===== src/rtl/pool_result_collector.sv =====
// Collects pooled results into a first-word-fall-through FIFO and tags the
// final result of each outWidth x outHeight frame on the way out.
module pool_result_collector #(
    parameter int bitwidth  = 8,
    parameter int outWidth  = 4,
    parameter int outHeight = 4,
    parameter int depth     = 8
) (
    input  logic                      clock,
    input  logic                      reset,
    input  logic [bitwidth-1:0]       average_in,
    input  logic                      averageReady_in,
    output logic [bitwidth-1:0]       data_out,
    output logic                      valid_out,
    input  logic                      ready_in,
    output logic                      last_out,
    output logic [$clog2(depth):0]    count_out,
    output logic                      overflow_out
);

    localparam int PW   = $clog2(depth);
    localparam int CW   = PW + 1;
    localparam int COLW = (outWidth > 1) ? $clog2(outWidth) : 1;
    localparam int ROWW = (outHeight > 1) ? $clog2(outHeight) : 1;

    logic [bitwidth-1:0] mem_q [depth];

    logic [PW-1:0]   wr_ptr_q, wr_ptr_d;
    logic [PW-1:0]   rd_ptr_q, rd_ptr_d;
    logic [CW-1:0]   count_q, count_d;
    logic [COLW-1:0] col_q, col_d;
    logic [ROWW-1:0] row_q, row_d;
    logic            strobe_q, strobe_d;
    logic            overflow_q, overflow_d;

    logic capture;
    logic full;
    logic pop;
    logic push;
    logic col_end;
    logic row_end;

    always_comb begin
        capture    = averageReady_in & ~strobe_q;
        full       = (count_q == CW'(depth));
        valid_out  = (count_q != '0);
        pop        = valid_out & ready_in;
        // A full FIFO can still accept a capture when a pop frees the head slot.
        push       = capture & (~full | pop);
        col_end    = (col_q == COLW'(outWidth - 1));
        row_end    = (row_q == ROWW'(outHeight - 1));

        strobe_d   = averageReady_in;
        overflow_d = overflow_q | (capture & full & ~pop);
        wr_ptr_d   = wr_ptr_q;
        rd_ptr_d   = rd_ptr_q;
        count_d    = count_q;
        col_d      = col_q;
        row_d      = row_q;

        if (push) begin
            wr_ptr_d = PW'(wr_ptr_q + 1);
        end
        if (pop) begin
            rd_ptr_d = PW'(rd_ptr_q + 1);
            if (col_end) begin
                col_d = '0;
                row_d = row_end ? '0 : ROWW'(row_q + 1);
            end else begin
                col_d = COLW'(col_q + 1);
            end
        end
        if (push && !pop) begin
            count_d = CW'(count_q + 1);
        end else if (pop && !push) begin
            count_d = CW'(count_q - 1);
        end

        data_out     = mem_q[rd_ptr_q];
        last_out     = valid_out & col_end & row_end;
        count_out    = count_q;
        overflow_out = overflow_q;
    end

    always_ff @(posedge clock or posedge reset) begin
        if (reset) begin
            wr_ptr_q   <= '0;
            rd_ptr_q   <= '0;
            count_q    <= '0;
            col_q      <= '0;
            row_q      <= '0;
            strobe_q   <= 1'b0;
            overflow_q <= 1'b0;
        end else begin
            wr_ptr_q   <= wr_ptr_d;
            rd_ptr_q   <= rd_ptr_d;
            count_q    <= count_d;
            col_q      <= col_d;
            row_q      <= row_d;
            strobe_q   <= strobe_d;
            overflow_q <= overflow_d;
        end
    end

    // Storage is left unreset; stale entries are unreachable once the pointers clear.
    always_ff @(posedge clock) begin
        if (push) begin
            mem_q[wr_ptr_q] <= average_in;
        end
    end

endmodule


===== config.mk =====
export PLATFORM = sky130hd
export DESIGN_NAME = pool_result_collector
export DESIGN_NICKNAME = d
export VERILOG_FILES = /design/src/rtl/pool_result_collector.sv
export SDC_FILE = /design/constraint.sdc
export NUM_CORES = 1
export LEC_CHECK = 0
export ABC_AREA = 1
export CORE_UTILIZATION = 45
export DETAILED_ROUTE_END_ITERATION = 7
export GPL_ROUTABILITY_DRIVEN = 1
export GPL_TIMING_DRIVEN = 0
export PLACE_DENSITY = 0.67
export SYNTH_ARGS = -nofsm -noshare
export SYNTH_HDL_FRONTEND = slang
export SYNTH_SLANG_ARGS = --single-unit

===== constraint.sdc =====
create_clock -name clock -period 2.4 [get_ports clock]
set_clock_uncertainty 0.15 [all_clocks]
set_input_delay 0.36 -clock clock [delete_from_list [all_inputs] [get_ports clock]]
set_output_delay 0.36 -clock clock [all_outputs]
set_load 0.01 [all_outputs]

* Word level (Yosys, flattened, before mapping) *
Memory sizes are Yosys's and may differ from the RTL's.
Cells that the tools add are included.

word-level totals
  register bits = 16
  RAM bits = 64
  input bits = 12
  output and inout port bits = 15
  memories kept = 1

cells by class
  add/subtract/negate cells = 6
  equality and inequality tests = 3
  multiplexer cells = 6
  bitwise logic cells = 12
  reduce and logical (&&, ||, !) cells = 7

memory list
  name   words  bits a word  rd ports  clocked after memory_dff  write ports  RTL line  RTL
  mem_q  8      8            1         0                         1            26        logic [bitwidth-1:0] mem_q [depth];

operator list
  cell                                               count
  two-way mux 4 bit                                  2
  bitwise AND 1 bit                                  7
  adder 3 x 1 -> 3 bit (second input constant)       2
  adder 2 x 1 -> 2 bit (second input constant)       2
  adder 4 x 1 -> 4 bit (second input constant)       1
  == test 2 bit (second input constant)              2
  == test 4 bit (second input constant)              1
  two-way mux 2 bit                                  2
  nonzero test 4 bit                                 1
  subtractor 4 x 1 -> 4 bit (second input constant)  1
  inverter 1 bit                                     3
  logical AND 1 bit                                  2
  zero test 1 bit                                    2
  two-way mux 1 bit                                  2
  bitwise OR 1 bit                                   2
  AND reduction 2 bit                                1
  nonzero test 2 bit                                 1

* Longest topological paths before layout *
Gate-level depths: netlist of the first run.

  depth in word-level cells = 8
  mapped depth = 13
  gate-level depth less buffers = 13

* Worst setup path after synthesis of the first run *
No wires, ideal clock.

  path kind = register to register
  start point = reg count_q[0] (netlist: count_out[0])
  end point = reg count_q[3] (netlist: count_out[3])
  arrival = 1.973 ns
  data required time = 2.133 ns
  path slack = 0.160 ns
  stages on the path, launching flop included = 12
  path buffers = 0
  cells stage by stage = dfrtp_1 -> nor2_2 -> nand3_2 -> nand2_4 -> ha_1 -> inv_1 -> ha_1 -> or2_2 -> nand2_1 -> nand2_1 -> nand3_1 -> nand2_1

between the ends
  longest elaborated chain between the ends = 7
  elaborated cells on any way between the ends = 15
  those cells by class = add/sub: 2; eq/ne: 1; mux: 2; bitwise: 4; reduce/logical: 6

RTL lines
  element                              RTL line  RTL
  start: declaration                   30        logic [CW-1:0] count_q, count_d;
  start signal: assignment             97        count_q <= count_d;
  nonzero test 4 bit *                 46        valid_out = (count_q != '0);
  net valid_out                        14        output logic valid_out,
  bitwise AND 1 bit *                  47        pop = valid_out & ready_in;
  bitwise OR 1 bit                     49        push = capture & (~full | pop);
  bitwise AND 1 bit                    49
  zero test 1 bit                      75        end else if (pop && !push) begin
  logical AND 1 bit                    75
  nonzero test 2 bit (no source line)  --

Mark *: on every way through the listed nets, which the timed path passes. The rest lies on a longest branch. The select of a mux whose other input is x is not followed.
A chain may end at the register's enable or synchronous reset.

* Final worst setup path of the first run *
  start point = reg rd_ptr_q[1]
  end point = out data_out[2]

between the ends
  longest elaborated chain between the ends = 1

RTL lines
  element                   RTL line  RTL
  start: declaration        29        logic [PW-1:0] rd_ptr_q, rd_ptr_d;
  start signal: assignment  96        rd_ptr_q <= rd_ptr_d;
  memory (8 x 8 bit)        --
  end: declaration          13        output logic [bitwidth-1:0] data_out,

No other way between the ends.

==> reports/metrics.csv, run 1 <==
stage,metric,value,unit
placed_design,placedInstanceArea,4080,um^2
setup_path,crit_family,buffers and inverters,
final_layout,fin_nets,450,
floorplanning,die_h,92.5,um
synthesis,yosys_warnings,0,
synthesis,synth_area_leaders,"edfxtp_1, nand2_1, dfrtp_1",
floorplanning,fp-row-count,32,
global_routing,grt_pass1_wl,11500,um
placed_design,place_inst,514,
setup_path,crit_slowest_cell,dfrtp_1,
final_layout,diodes,0,
synthesis,synth_nets,406,
timing,fin_setup_tns,0,ns
synthesis,yosysTopAreaCellShare,52.2,%
floorplanning,core,7810,um^2
routing,drc,0,
timing,max_freq,0.441,GHz
global_routing,grt-ovfl-total,0,
pwr,ir_drop,0.648,mV
final_layout,num-fill-cells,691,
placed_design,place_congestion,0.774,
job,maxCapViolations,0,
hold_path,hp-class,in -> async,
clock_tree,cts_hold_buf,0,
final_layout,post-route-util,55.7,%
setup_path,cp_max_fo,10,
setup_path,path_common_cell,nand2_1,
clock_tree,numCtsBuffers,9,
timing,layout_min_cycle_time,2.27,ns
floorplanning,ios,27,
floorplanning,die_x,92.5,um
final_layout,multi_input_area,1130,um^2
global_routing,grt_max_degree,17,
setup_path,end_kind,output pin,
placed_design,preCtsSetupSlack,-0.541,ns
routing,first_pass_iters,4,
final_layout,synthToLayoutAreaGrowth,18.0,%
clock_tree,clk_latency,0.34,ns
run_status,status,finished clean,
setup_path,worstPathRequired,1.89,ns
setup_path,crit_chain,buf_6 -> inv_4 -> buf_6 -> nor2_1 -> nand2_1 -> nand2_1 -> nand2_1 -> nand2_1 -> dlygate4sd2_1,
timing,worst_pin_slew,0.942,ns
routing,via_count,2473,
synthesis,seq_area_frac_synth,63.0,%
final_layout,register_area,2330,um^2
synthesis,ys_seq_elements,80,
timing,min_period_over_period,94.6,%
clock_tree,root_buffer,clkbuf_8,
placed_design,dp_hpwl,4730,um
routing,wl_per_cell,13.6,um
clock_tree,clock_sinks,80,
clock_tree,cts_buffer_depth,2,
final_layout,instances_no_fill,536,
timing,drv_slew,0,
clock_tree,cts_tree,done,
synthesis,synth_cells,386,
synthesis,ys_types,23,
synthesis,synth_top_area_cell,edfxtp_1,
setup_path,slowest_delay,0.40,ns
final_layout,layout_common_cells,"nand2_1, nor2_1, edfxtp_1",
routing,drt-vias-per-instance,4.61,
final_layout,layout-drive-gt1-share,12.0,%
floorplanning,dieArea,8550,um^2
setup_path,arrival,1.76,ns
global_routing,antenna_found_initial,0,
setup_path,path_buf_inv,4,
pwr,p_leak,1.94,nW
synthesis,syn_area,3680,um^2
final_layout,final_area,4350,um^2
placed_design,portBuffers,26,
synthesis,avgSynthCellArea,9.55,um^2
global_routing,track_usage,18.4,%
pwr,power_density,1120,nW/um^2
routing,routed_wl,7290,um
setup_path,worstSetupPathType,reg -> out,
final_layout,layout_commonest_cell,nand2_1,
timing,setup_viol,0,
clock_tree,clkSlewWorstSetupHoldPaths,0.08,ns
clock_tree,htreeDepth,3,
timing,hold_viol_final,0,
global_routing,grt_pass1_vias,2325,
routing,first_iter_violations,179,
timing,max_slew_margin,36.9,%
timing,setup_slack,0.131,ns
floorplanning,start_util,47.2,%
routing,drtAntennaViolNets,0,
setup_path,start_kind,register,
power by group:
group          switching (mW)  total (mW)  internal, mW
sequential              0.171        1.87          1.70
clock                   0.435       0.906         0.471
combinational            1.21        2.09         0.873
cell type report:
type,instances,share of cell area (%)
Timing Repair Buffer,34,7.14
Multi-Input combinational cell,247,26.0
Sequential cell,80,53.5
Buffer,10,2.16
Tap cell,102,2.94
Inverter,48,4.20
Clock buffer,11,3.02
Clock inverter,4,1.06
Yosys cell counts (all sizes together):
cell type / n
nand2: 141
nor2: 74
edfxtp: 64
inv: 48
dfrtp: 16
buf: 10
ha: 7
nand3: 5
xnor2: 5
nor3: 4
o21ai: 4
nand4: 2
or2: 2
and3: 1
clkbuf: 1
fa: 1
o21bai: 1
kinds of logic (layout without fill, tap and decap cells):
| family | after synthesis | after routing | synth area share (%) |
|---|---|---|---|
| AO/OA/AOI/OAI | 5 | 5 | 0.747 |
| XOR/XNOR | 5 | 5 | 1.19 |
| adder cells (fa/ha/maj) | 8 | 8 | 2.92 |
| buffers and inverters | 59 | 107 | 7.06 |
| flip-flops | 80 | 80 | 63.0 |
| AND/OR/NAND/NOR | 229 | 229 | 25.1 |
sequential cells by signal (all words and copies together), names as in the netlist:
name and count:
col_q 2, count_out 4, mem_q 64, overflow_out 1, rd_ptr_q 3, row_q 2
strobe_q 1, wr_ptr_q 3
metal layers:
layer  track usage (%)  routed length [um]  up-vias
li1                  -                   -     1289
met1              26.2                3350     1125
met2              28.0                3430       52
met3              2.87                 444        7
met4              7.68                  76        0
met5                 0                   0        -
repair_timing:
item,4_1_cts,5_1_grt
resized for setup,17,8
pin swaps,0,2
setup endpoints to repair,25,12
setup buffers,1,7
stage by stage:
step | power (mW) | hold slack [ns]
2_1_floorplan | 3.21 | 0.124
3_3_place_gp | 3.92 | 0.311
3_5_place_dp | 3.98 | 0.316
4_1_cts | 4.84 | 0.264
5_1_grt | 5.23 | 0.322
6_report | 4.86 | 0.237
final timing paths:
kind                                     startpoint                        to  slack [ns]  cells after the start
setup / recovery            rd_ptr_q[1]$_DFFE_PP0N_               data_out[2]        0.13                      9
min in group clock                  averageReady_in        strobe_q$_DFF_PP0_        0.33                      1
hold / removal                                reset      col_q[1]$_DFFE_PP0N_        0.24                      2
max in group asynchronous                     reset   rd_ptr_q[2]$_DFFE_PP0N_        1.43                      2
setup reg to reg           count_out[0]$_DFFE_PP0P_  count_out[3]$_DFFE_PP0P_        0.14                     12
hold reg to reg              overflow_out$_DFF_PP0_    overflow_out$_DFF_PP0_        0.33                      1
No activity file was read; power rests on OpenSTA's default activity.
==> run 2: changes to the inputs <==
- CAP_MARGIN: unset -> 30
==> reports/metrics.csv, run 2 (same netlist as run 1, synthesis figures left out) <==
stage,metric,value,unit,change
floorplanning,dieArea,8550,um^2,unchanged
global_routing,grt-ovfl-total,0,,unchanged
hold_path,hp-class,in -> async,,
run_status,status,finished clean,,
global_routing,antenna_found_initial,0,,unchanged
setup_path,worstPathRequired,1.89,ns,about the same
clock_tree,clock_sinks,80,,unchanged
placed_design,portBuffers,26,,unchanged
final_layout,layout_commonest_cell,nand2_1,,
routing,routed_wl,7410,um,+1.6%
timing,min_period_over_period,94.7,%,+0.18 points
setup_path,reg2reg_depth,12,,unchanged
final_layout,layout_common_cells,"nand2_1, nor2_1, edfxtp_1",,
job,maxCapViolations,0,,unchanged
routing,wl_met2,3320,um,-3.1%
placed_design,place_inst,516,,+0.39%
timing,rsz0062_at_grt,false,,
final_layout,instances_no_fill,540,,+0.75%
setup_path,crit_slowest_cell,clkdlybuf4s50_1,,
global_routing,grt_pass1_vias,2348,,+0.99%
clock_tree,cts_buffer_depth,2,,unchanged
final_layout,layout-drive-gt1-share,12.3,%,+0.35 points
pwr,power,4.91,mW,+1.0%
placed_design,placedInstanceArea,4100,um^2,+0.31%
routing,route.met3.wl,334,um,-25%
final_layout,top_register,mem_q,,
setup_path,crit_family,simple AND/OR/NAND/NOR gates,,
routing,drtAntennaViolNets,0,,unchanged
clock_tree,clk_latency,0.35,ns,about the same
placed_design,place_congestion,0.774,,unchanged
final_layout,fin_nets,453,,+0.67%
clock_tree,numCtsBuffers,9,,unchanged
routing,first_pass_iters,5,,+1
pwr,p_leak,1.96,nW,+1.1%
floorplanning,fp-row-count,32,,unchanged
routing,wl_met1,3550,um,+6.0%
final_layout,diodes,0,,unchanged
routing,drc,0,,unchanged
floorplanning,ios,27,,unchanged
floorplanning,die_h,92.5,um,unchanged
final_layout,largest_reg_flops,64,,unchanged
timing,hold_viol_final,0,,unchanged
global_routing,grt_pass1_wl,11800,um,+2.2%
clock_tree,root_buffer,clkbuf_8,,
floorplanning,start_util,47.2,%,unchanged
timing,max_slew_margin,38.8,%,+1.9 points
final_layout,num-fill-cells,692,,+0.14%
setup_path,worst-path-stages,4,,-5
timing,holdWs,0.224,ns,-0.0125 ns
placed_design,dp_hpwl,4840,um,+2.4%
setup_path,slowest_delay,0.47,ns,+0.07 ns
final_layout,synthToLayoutAreaGrowth,18.4,%,
clock_tree,clkSlewWorstSetupHoldPaths,0.08,ns,about the same
routing,drt-vias-per-instance,4.72,,+2.4%
setup_path,path_buf_inv,1,,-3
global_routing,grt_max_degree,17,,unchanged
routing,wl_per_cell,13.7,um,+0.89%
clock_tree,htreeDepth,3,,unchanged
global_routing,track_usage,19.0,%,+0.61 points
final_layout,final_area,4360,um^2,+0.32%
pwr,power_density,1130,nW/um^2,+0.68%
timing,worst_pin_slew,0.914,ns,-0.0284 ns
placed_design,preCtsSetupSlack,-0.411,ns,+0.130 ns
setup_path,end_kind,output pin,,
clock_tree,cts_tree,done,,
setup_path,arrival,1.76,ns,about the same
setup_path,worstSetupPathType,reg -> out,,
floorplanning,core,7810,um^2,unchanged
pwr,ir_drop,0.642,mV,-0.93%
timing,layout_min_cycle_time,2.27,ns,+0.00443 ns
setup_path,start_kind,register,,
routing,via_count,2551,,+3.2%
timing,drv_slew,0,,unchanged
setup_path,cp_max_fo,6,,-4
timing,max_freq,0.440,GHz,-0.19%
routing,first_iter_violations,157,,-12%
timing,setup_slack,0.126,ns,-0.00443 ns
timing,setup_viol,0,,unchanged
routing,top_layer_used,met4,,
floorplanning,die_x,92.5,um,unchanged
setup_path,crit_chain,nor2_4 -> nand3_2 -> and3_1 -> clkdlybuf4s50_1,,
[run 2: cell types whose count changed in the layout (fill, tap and decap cells not counted)]
cell | before | now
buf_2 | 0 | 2
buf_4 | 12 | 14
nor3_1 | 0 | 2
nor3_2 | 4 | 2
clkbuf_1 | 2 | 1
clkbuf_4 | 1 | 0
clkdlybuf4s15_1 | 1 | 0
clkinv_2 | 1 | 2
clkinv_4 | 0 | 1
dlygate4sd2_1 | 8 | 9
nor2_1 | 70 | 71
nor2_2 | 3 | 2
[run 2: through the flow]
stage | TNS, ns | util [%]
6_report | 0 | 55.9
5_1_grt | 0 | 55.9
4_1_cts | 0 | 55.1
3_5_place_dp | -9.62 | 52.5
3_3_place_gp | -21.03 | 52.2
2_1_floorplan | 0 | -
[run 2: routing by layer]
| metal | vias up | track usage, % |
|---|---|---|
| li1 | 1299 | - |
| met1 | 1173 | 26.4 |
| met2 | 62 | 27.9 |
| met3 | 17 | 4.27 |
| met4 | 0 | 9.77 |
| met5 | - | 0 |
[run 2: timing repair]
item	4_1_cts	5_1_grt
setup buffers	2	7
hold buffers	0	0
cloned	0	0
resized for setup	15	5
endpoints found under the setup margin	9	6
pin swaps	0	2
[run 2: area by class of cell]
| type | count | area (um^2) | area share (%) |
|---|---|---|---|
| Buffer | 10 | 91.3 | 2.09 |
| Timing Repair Buffer | 37 | 329 | 7.54 |
| Clock buffer | 10 | 128 | 2.93 |
| Sequential cell | 80 | 2330 | 53.3 |
| Clock inverter | 6 | 60.1 | 1.38 |
| Tap cell | 102 | 128 | 2.93 |
| Multi-Input combinational cell | 247 | 1120 | 25.6 |
| Inverter | 48 | 183 | 4.19 |
[run 2: power breakdown]
part,switching [mW],leakage (nW),internal [mW]
combinational,1.21,1.10,0.877
clock,0.476,0.0937,0.476
sequential,0.173,0.770,1.70
[run 2: path summary, 6_finish.rpt]
kind | startpoint | to | slack [ns]
max | count_out[0]$_DFFE_PP0P_ | last_out | 0.13
min | reset | count_out[2]$_DFFE_PP0P_ | 0.22
max reg2reg | count_out[0]$_DFFE_PP0P_ | count_out[3]$_DFFE_PP0P_ | 0.13
min reg2reg | overflow_out$_DFF_PP0_ | overflow_out$_DFF_PP0_ | 0.34
max in group asynchronous | reset | rd_ptr_q[2]$_DFFE_PP0N_ | 1.44
min in group clock | averageReady_in | strobe_q$_DFF_PP0_ | 0.32
